===== src/rtl/seq_sig_pkg.sv =====
// Shared types and the signature next-state function for the sequential
// signature unit and its compaction register.
package seq_sig_pkg;

    typedef enum logic [1:0] {
        IDLE = 2'd0,
        RUN  = 2'd1,
        DONE = 2'd2
    } sig_fsm_e;

    localparam logic MODE_XOR  = 1'b0;
    localparam logic MODE_MISR = 1'b1;

    // Widest state the helper can handle; callers zero-extend and truncate.
    localparam int SIG_MAX_W = 64;

    function automatic logic [SIG_MAX_W-1:0] next_sig(
        input logic [SIG_MAX_W-1:0] state,
        input logic [SIG_MAX_W-1:0] din,
        input logic                 mode,
        input logic [SIG_MAX_W-1:0] poly,
        input int unsigned          width
    );
        logic [SIG_MAX_W-1:0] mask;
        logic [SIG_MAX_W-1:0] msb_vec;
        logic [SIG_MAX_W-1:0] shifted;
        mask    = {SIG_MAX_W{1'b1}} >> (SIG_MAX_W - width);
        msb_vec = state >> (width - 1);
        shifted = (state << 1) ^ (msb_vec[0] ? poly : '0);
        if (mode == MODE_XOR) begin
            return (state ^ din) & mask;
        end
        return (shifted ^ din) & mask;
    endfunction

endpackage


===== src/rtl/seq_sig_misr.sv =====
// WIDTH-bit compaction register: loads the seed, or advances by one word in
// XOR-accumulate or MISR mode when enabled.
module seq_sig_misr
    import seq_sig_pkg::*;
#(
    parameter int               WIDTH = 19,
    parameter logic [WIDTH-1:0] POLY  = 19'h00027,
    parameter logic [WIDTH-1:0] SEED  = '0
) (
    input  logic             clk,
    input  logic             reset,
    input  logic             load,
    input  logic             en,
    input  logic             mode,
    input  logic [WIDTH-1:0] in,
    output logic [WIDTH-1:0] state,
    output logic [WIDTH-1:0] next_state
);

    assign next_state = WIDTH'(next_sig(SIG_MAX_W'(state), SIG_MAX_W'(in), mode,
                                        SIG_MAX_W'(POLY), WIDTH));

    always_ff @(posedge clk) begin
        if (reset) begin
            state <= '0;
        end else if (load) begin
            state <= SEED;
        end else if (en) begin
            state <= next_state;
        end
    end

endmodule


===== src/rtl/seq_signature_unit.sv =====
// Signature capture unit: compacts len valid words after start, then
// publishes the signature and a golden-compare flag with a one-cycle done.
//
// state | meaning
// IDLE  | waiting for start
// RUN   | compacting valid words until len have been consumed
// DONE  | one-cycle done pulse; start here begins the next run at once
module seq_signature_unit
    import seq_sig_pkg::*;
#(
    parameter int               WIDTH = 19,
    parameter int               OUT_W = 1,
    parameter logic [WIDTH-1:0] POLY  = 19'h00027,
    parameter logic [WIDTH-1:0] SEED  = '0,
    parameter int               LEN_W = 8
) (
    input  logic             clk,
    input  logic             reset,
    input  logic             start,
    input  logic             mode,
    input  logic [LEN_W-1:0] len,
    input  logic [WIDTH-1:0] golden,
    input  logic [WIDTH-1:0] in,
    input  logic             in_valid,
    output logic [OUT_W-1:0] out,
    output logic [WIDTH-1:0] signature,
    output logic             busy,
    output logic             done,
    output logic             match
);

    sig_fsm_e         fsm_q, fsm_d;
    logic [LEN_W-1:0] count_q;
    logic [LEN_W-1:0] len_q;
    logic [WIDTH-1:0] golden_q;
    logic             mode_q;
    logic             load_seed;
    logic             advance;
    logic             finish_run;
    logic [WIDTH-1:0] misr_state;
    logic [WIDTH-1:0] misr_next;

    seq_sig_misr #(
        .WIDTH (WIDTH),
        .POLY  (POLY),
        .SEED  (SEED)
    ) u_misr (
        .clk        (clk),
        .reset      (reset),
        .load       (load_seed),
        .en         (advance),
        .mode       (mode_q),
        .in         (in),
        .state      (misr_state),
        .next_state (misr_next)
    );

    always_comb begin
        fsm_d      = fsm_q;
        load_seed  = 1'b0;
        advance    = 1'b0;
        finish_run = 1'b0;
        case (fsm_q)
            IDLE, DONE: begin
                if (start) begin
                    load_seed = 1'b1;
                    fsm_d     = (len == '0) ? DONE : RUN;
                end else begin
                    fsm_d = IDLE;
                end
            end
            RUN: begin
                if (in_valid) begin
                    advance = 1'b1;
                    if (count_q == len_q - LEN_W'(1)) begin
                        finish_run = 1'b1;
                        fsm_d      = DONE;
                    end
                end
            end
            default: fsm_d = IDLE;
        endcase
    end

    always_ff @(posedge clk) begin
        if (reset) begin
            fsm_q     <= IDLE;
            count_q   <= '0;
            len_q     <= '0;
            golden_q  <= '0;
            mode_q    <= MODE_XOR;
            signature <= '0;
            match     <= 1'b0;
        end else begin
            fsm_q <= fsm_d;
            if (load_seed) begin
                mode_q   <= mode;
                len_q    <= len;
                golden_q <= golden;
                count_q  <= '0;
                // An empty run completes immediately with the seed as result.
                if (len == '0) begin
                    signature <= SEED;
                    match     <= (golden == SEED);
                end
            end
            if (advance) begin
                count_q <= count_q + LEN_W'(1);
            end
            if (finish_run) begin
                signature <= misr_next;
                match     <= (misr_next == golden_q);
            end
        end
    end

    assign out  = misr_state[OUT_W-1:0];
    assign busy = (fsm_q == RUN);
    assign done = (fsm_q == DONE);

endmodule

===== config.mk =====
export PLATFORM = sky130hd
export DESIGN_NAME = seq_signature_unit
export DESIGN_NICKNAME = d
export VERILOG_FILES = /design/src/rtl/seq_sig_pkg.sv /design/src/rtl/seq_sig_misr.sv /design/src/rtl/seq_signature_unit.sv
export SDC_FILE = /design/constraint.sdc
export NUM_CORES = 1
export LEC_CHECK = 0
export ABC_AREA = 1
export CAP_MARGIN = 10
export CORE_MARGIN = 8
export CORE_UTILIZATION = 54
export CTS_CLUSTER_DIAMETER = 40
export DETAILED_ROUTE_END_ITERATION = 8
export PLACE_DENSITY = 0.87
export SLEW_MARGIN = 5
export SYNTH_ARGS = -nofsm -noshare
export SYNTH_HDL_FRONTEND = slang
export SYNTH_HIERARCHICAL = 1
export SYNTH_SLANG_ARGS = --single-unit

===== constraint.sdc =====
create_clock -name clk -period 1.99 [get_ports clk]
set_input_delay 0.199 -clock clk [delete_from_list [all_inputs] [get_ports clk]]
set_output_delay 0.199 -clock clk [all_outputs]
set_load 0.05 [all_outputs]

==> key figures <==
Synth
  • Leading area contributor after synthesis: dfxtp_1
  • Synth cell count leaders: nand2_1, inv_1, dfxtp_1
  • Area of the mapped netlist: between 4000 and 5000 sq um
  • Mapped Avg Cell Area: 6.517 sq um
  • Post-Synth Simple-Gate Area: 32.72%
  • Complex-gate fraction of the synthesized area: 15.07%
  • Number of synthesized flops with an enable pin: 0
  • Largest family of logic cells by synthesized area: simple AND/OR/NAND/NOR gates
  • Asr flop ratio synth: 0%
  • Syn Nets: 723
  • Top_reg_cell synth: dfxtp_1
  • Flops & latches, synth: 77
  • Synth Area in Adders: 0.5731%
  • Area contributors post-synth: dfxtp_1, nand2_1, inv_1, nand3_1, nor2_1
  • Top-count cell post-synth: nand2_1
  • Synth top area share: 35.30%
  • Syn Inst Count: 670
  • Sequential element share of the synthesized area: 35.30%
  • Synth cell types: 35
  • Post-synthesis xor/xnor area fraction: 3.209%
  • Yosys warns: 6
  • Mux contribution to synthesized area: 0%

Timing
  • Max Slew Vio Count: 0
  • Slew @ Worst Pin: 529.3 ps
  • Worst rel slew slack: 64.61%
  • Max Fclk: around 0.5 GHz
  • Fin crit period: about 1900 ps
  • RSZ-0062 raised after global routing: true
  • Finish-stage setup viols: 0
  • Post-route setup slack: 44.92 ps
  • Final hold viol count: 0
  • Final Skew: approximately 11 ps
  • Final Cycle Share: 97.74%

Critical path
  • Worst setup SP type: flip-flop
  • FF-to-FF End: signature[6]$_SDFFE_PP0P_
  • Slowest cell on crit path: dfxtp_2
  • Reg-to-reg startpoint: len_q[1]$_SDFFE_PP0P_
  • CP top delay family: simple AND/OR/NAND/NOR gates
  • R2R Setup Slk: 40 ps
  • Crit-path most repeated cell: nand3_1
  • Worst Setup End Kind: flip-flop
  • Max incr delay on CP: roughly 330 ps
  • WP data required: ~2200 ps
  • Worst setup path category: reg -> reg
  • Worst Reg-to-Reg Cells: 11
  • CP Data Arrival Time: 2180 ps
  • Buffers & Inverters on Critical Path: 3
  • CP cell instances: inv_1 > ha_2 > xnor2_1 > nor2_1 > nand3_1 > nor2_2 > nand3_4 > buf_12 > buf_2 > nand3_1 > a21oi_2
  • CP Max Fanout: 6
  • Critical path depth: 11

Pwr
  • Maximum vdd drop: between 0.3 and 0.4 mV
  • P_sw: 0.001131 W
  • Comb power frac: 23.3%
  • Pint: 0.002615 W
  • Clock share of power: 32.0%
  • Sw frac: 30.20%
  • Static leakage: 2.523 nW
  • Flop pwr share: 44.6%
  • Pwr/cell area: around 660 nW/um^2

Clock tree
  • H-tree Lvls: 3
  • Worst-path clk slew: roughly 80 ps
  • Clock tree sinks: 77
  • CTS max path bufs: 2
  • TritonCTS buffer count: 9
  • CTS tree: done
  • Clock root buffer: clkbuf_8
  • # hold bufs at CTS: 0
  • Clk_lat worst skew: 350 ps

Final layout
  • Area Growth Syn to Fin: 29.23%
  • Ant. Diodes: 0
  • Layout Cells excl Fill: 859
  • NumNets Final: 803
  • Layout cells sized above 1: 15.52%

Global route
  • Vias in the first global route: about 4300
  • Grt total ovfl: 0
  • Largest net degree at the start of global routing: 42
  • First-pass GRT wire length: 19060 microns
  • Initial antenna violation count: 0
  • Overall Global Routing Usage: 20.47%

Drt
  • Antenna viol nets, final: 0
  • Vias: 4605
  • DRC violations left: 0
  • Drt via density: 5.361
  • Drt total wl: 12150 microns
  • Initial DRC count: 322
  • Drt wl/cell: approximately 14 microns
  • Drt pass-1 iters: 5

Floorplanning
  • Number of core rows: 33
  • I/O pins: 74
  • Die Span X: 105.9 microns
  • Core area: about 8000 sq um
  • Die area: 11220 sq um
  • Die height: ~110 microns
  • Initial core utilization: between 50% and 60%

Hold path
  • Hold Path Stages: 2
  • Worst hold start: golden_q[8]$_SDFFE_PP0P_
  • Worst hold path type: reg -> reg
  • Hold worst-path end: golden_q[8]$_SDFFE_PP0P_

Placed design
  • Post-Place Worst Slack: 47.11 ps
  • Post-DP HPWL: 8748 microns
  • PortBufs: 73
  • Cell Count Post-Placement: 834
  • Final GP Congestion: 0.8346

Job
  • Max-cap violations: 0

Run status
  • Status: finished, final reports clean
## sequential cells by signal, summed over array words and instances (netlist names)
| signal | count |
|---|---|
| signature | 19 |
| fsm_q | 2 |
| golden_q | 19 |
| len_q | 8 |
| count_q | 8 |
| mode_q | 1 |
| u_misr/state | 19 |
| match | 1 |
## timing repair
action / CTS / global route
gates resized for setup: 6 / 43
pin swaps: 0 / 5
cloned: 1 / 3
hold endpoints to repair: 0 / 0
buffers inserted: 0 / 6
setup endpoints to repair: 1 / 21
## through the flow
| stage | TNS [ps] | area (sq um) | utilization, % | total power [W] | hold slack, ps |
|---|---|---|---|---|---|
| 2_1_floorplan | 0 | 4367 | - | 0.002237 | 365.7 |
| 3_3_place_gp | 0 | 5189 | 64.78 | 0.002460 | 456.2 |
| 3_5_place_dp | 0 | 5189 | 64.78 | 0.002489 | 462.4 |
| 4_1_cts | 0 | 5421 | 67.68 | 0.003693 | 474.1 |
| 5_1_grt | -196.0 | 5643 | 70.45 | 0.003919 | 497.5 |
| 6_report | 0 | 5643 | 70.45 | 0.003746 | 477.3 |
## worst max-delay path by stage
stage | start | to
2_1_floorplan | u_misr/state[0]$_SDFFE_PP0P_ | match$_SDFFE_PP0P_
3_3_place_gp | mode_q$_SDFFE_PP0P_ | match$_SDFFE_PP0P_
3_5_place_dp | mode_q$_SDFFE_PP0P_ | match$_SDFFE_PP0P_
4_1_cts | mode_q$_SDFFE_PP0P_ | match$_SDFFE_PP0P_
5_1_grt | mode_q$_SDFFE_PP0P_ | match$_SDFFE_PP0P_
6_report | len_q[1]$_SDFFE_PP0P_ | signature[6]$_SDFFE_PP0P_
## layer usage
layer  vias to the layer above  wire, microns  part of all wire, %  GRT usage, %
li1                       2267              -                    -             -
met1                      2137           4978                   41         23.51
met2                       167           6036                   50         35.57
met3                        34            805                  6.6         4.114
met4                         0            333                  2.7         9.950
met5                         -              0                    0             0
## cell usage in the layout (no fill, tap or decap), types with 9 or more instances in the layout
| cell | instances |
|---|---|
| a21oi_2 | 21 |
| o21ai_0 | 33 |
| inv_1 | 102 |
| o21ai_2 | 9 |
| xnor2_1 | 11 |
| clkdlybuf4s50_1 | 72 |
| dfxtp_1 | 74 |
| a21oi_1 | 35 |
| clkbuf_8 | 11 |
| nand2_2 | 24 |
| buf_4 | 13 |
| nor2_1 | 59 |
| nand3_1 | 61 |
| nand2_1 | 158 |
## cells by family (layout without fill, tap and decap cells)
logic type / after synthesis / after routing
compound gates: 110 / 110
xor+xnor: 16 / 16
fa+ha+maj: 2 / 2
buf+inv: 135 / 219
flops: 77 / 77
simple gates: 330 / 330
## worst register-to-register path, delay by kind of cell (launching register included)
kind | cells | cell delay [ps]
simple gates | 5 | 650
flops | 1 | 330
xor+xnor | 1 | 130
compound gates | 1 | 60
fa+ha+maj | 1 | 280
buf+inv | 3 | 380
## area by class of cell
cell class              count  area [sq um]
inverters                 108         421.7
repair buffers             95         982.2
flip-flops and latches     77          1548
fillers                   635          2367
clock inverters             4         47.55
repair inverters            1         8.758
clock buffers              11         151.4
multi-input cells         458          2352
well taps                 105         131.4
## power groups by stage
stage | clock network [W] | registers (W) | logic, W
2_1_floorplan | 0 | 0.00169 | 0.000549
3_3_place_gp | 0 | 0.00170 | 0.000765
3_5_place_dp | 0 | 0.00170 | 0.000790
4_1_cts | 0.00121 | 0.00166 | 0.000817
5_1_grt | 0.00127 | 0.00168 | 0.000967
6_report | 0.00120 | 0.00167 | 0.000874
Note: power is estimated with default switching activity, not from simulation.
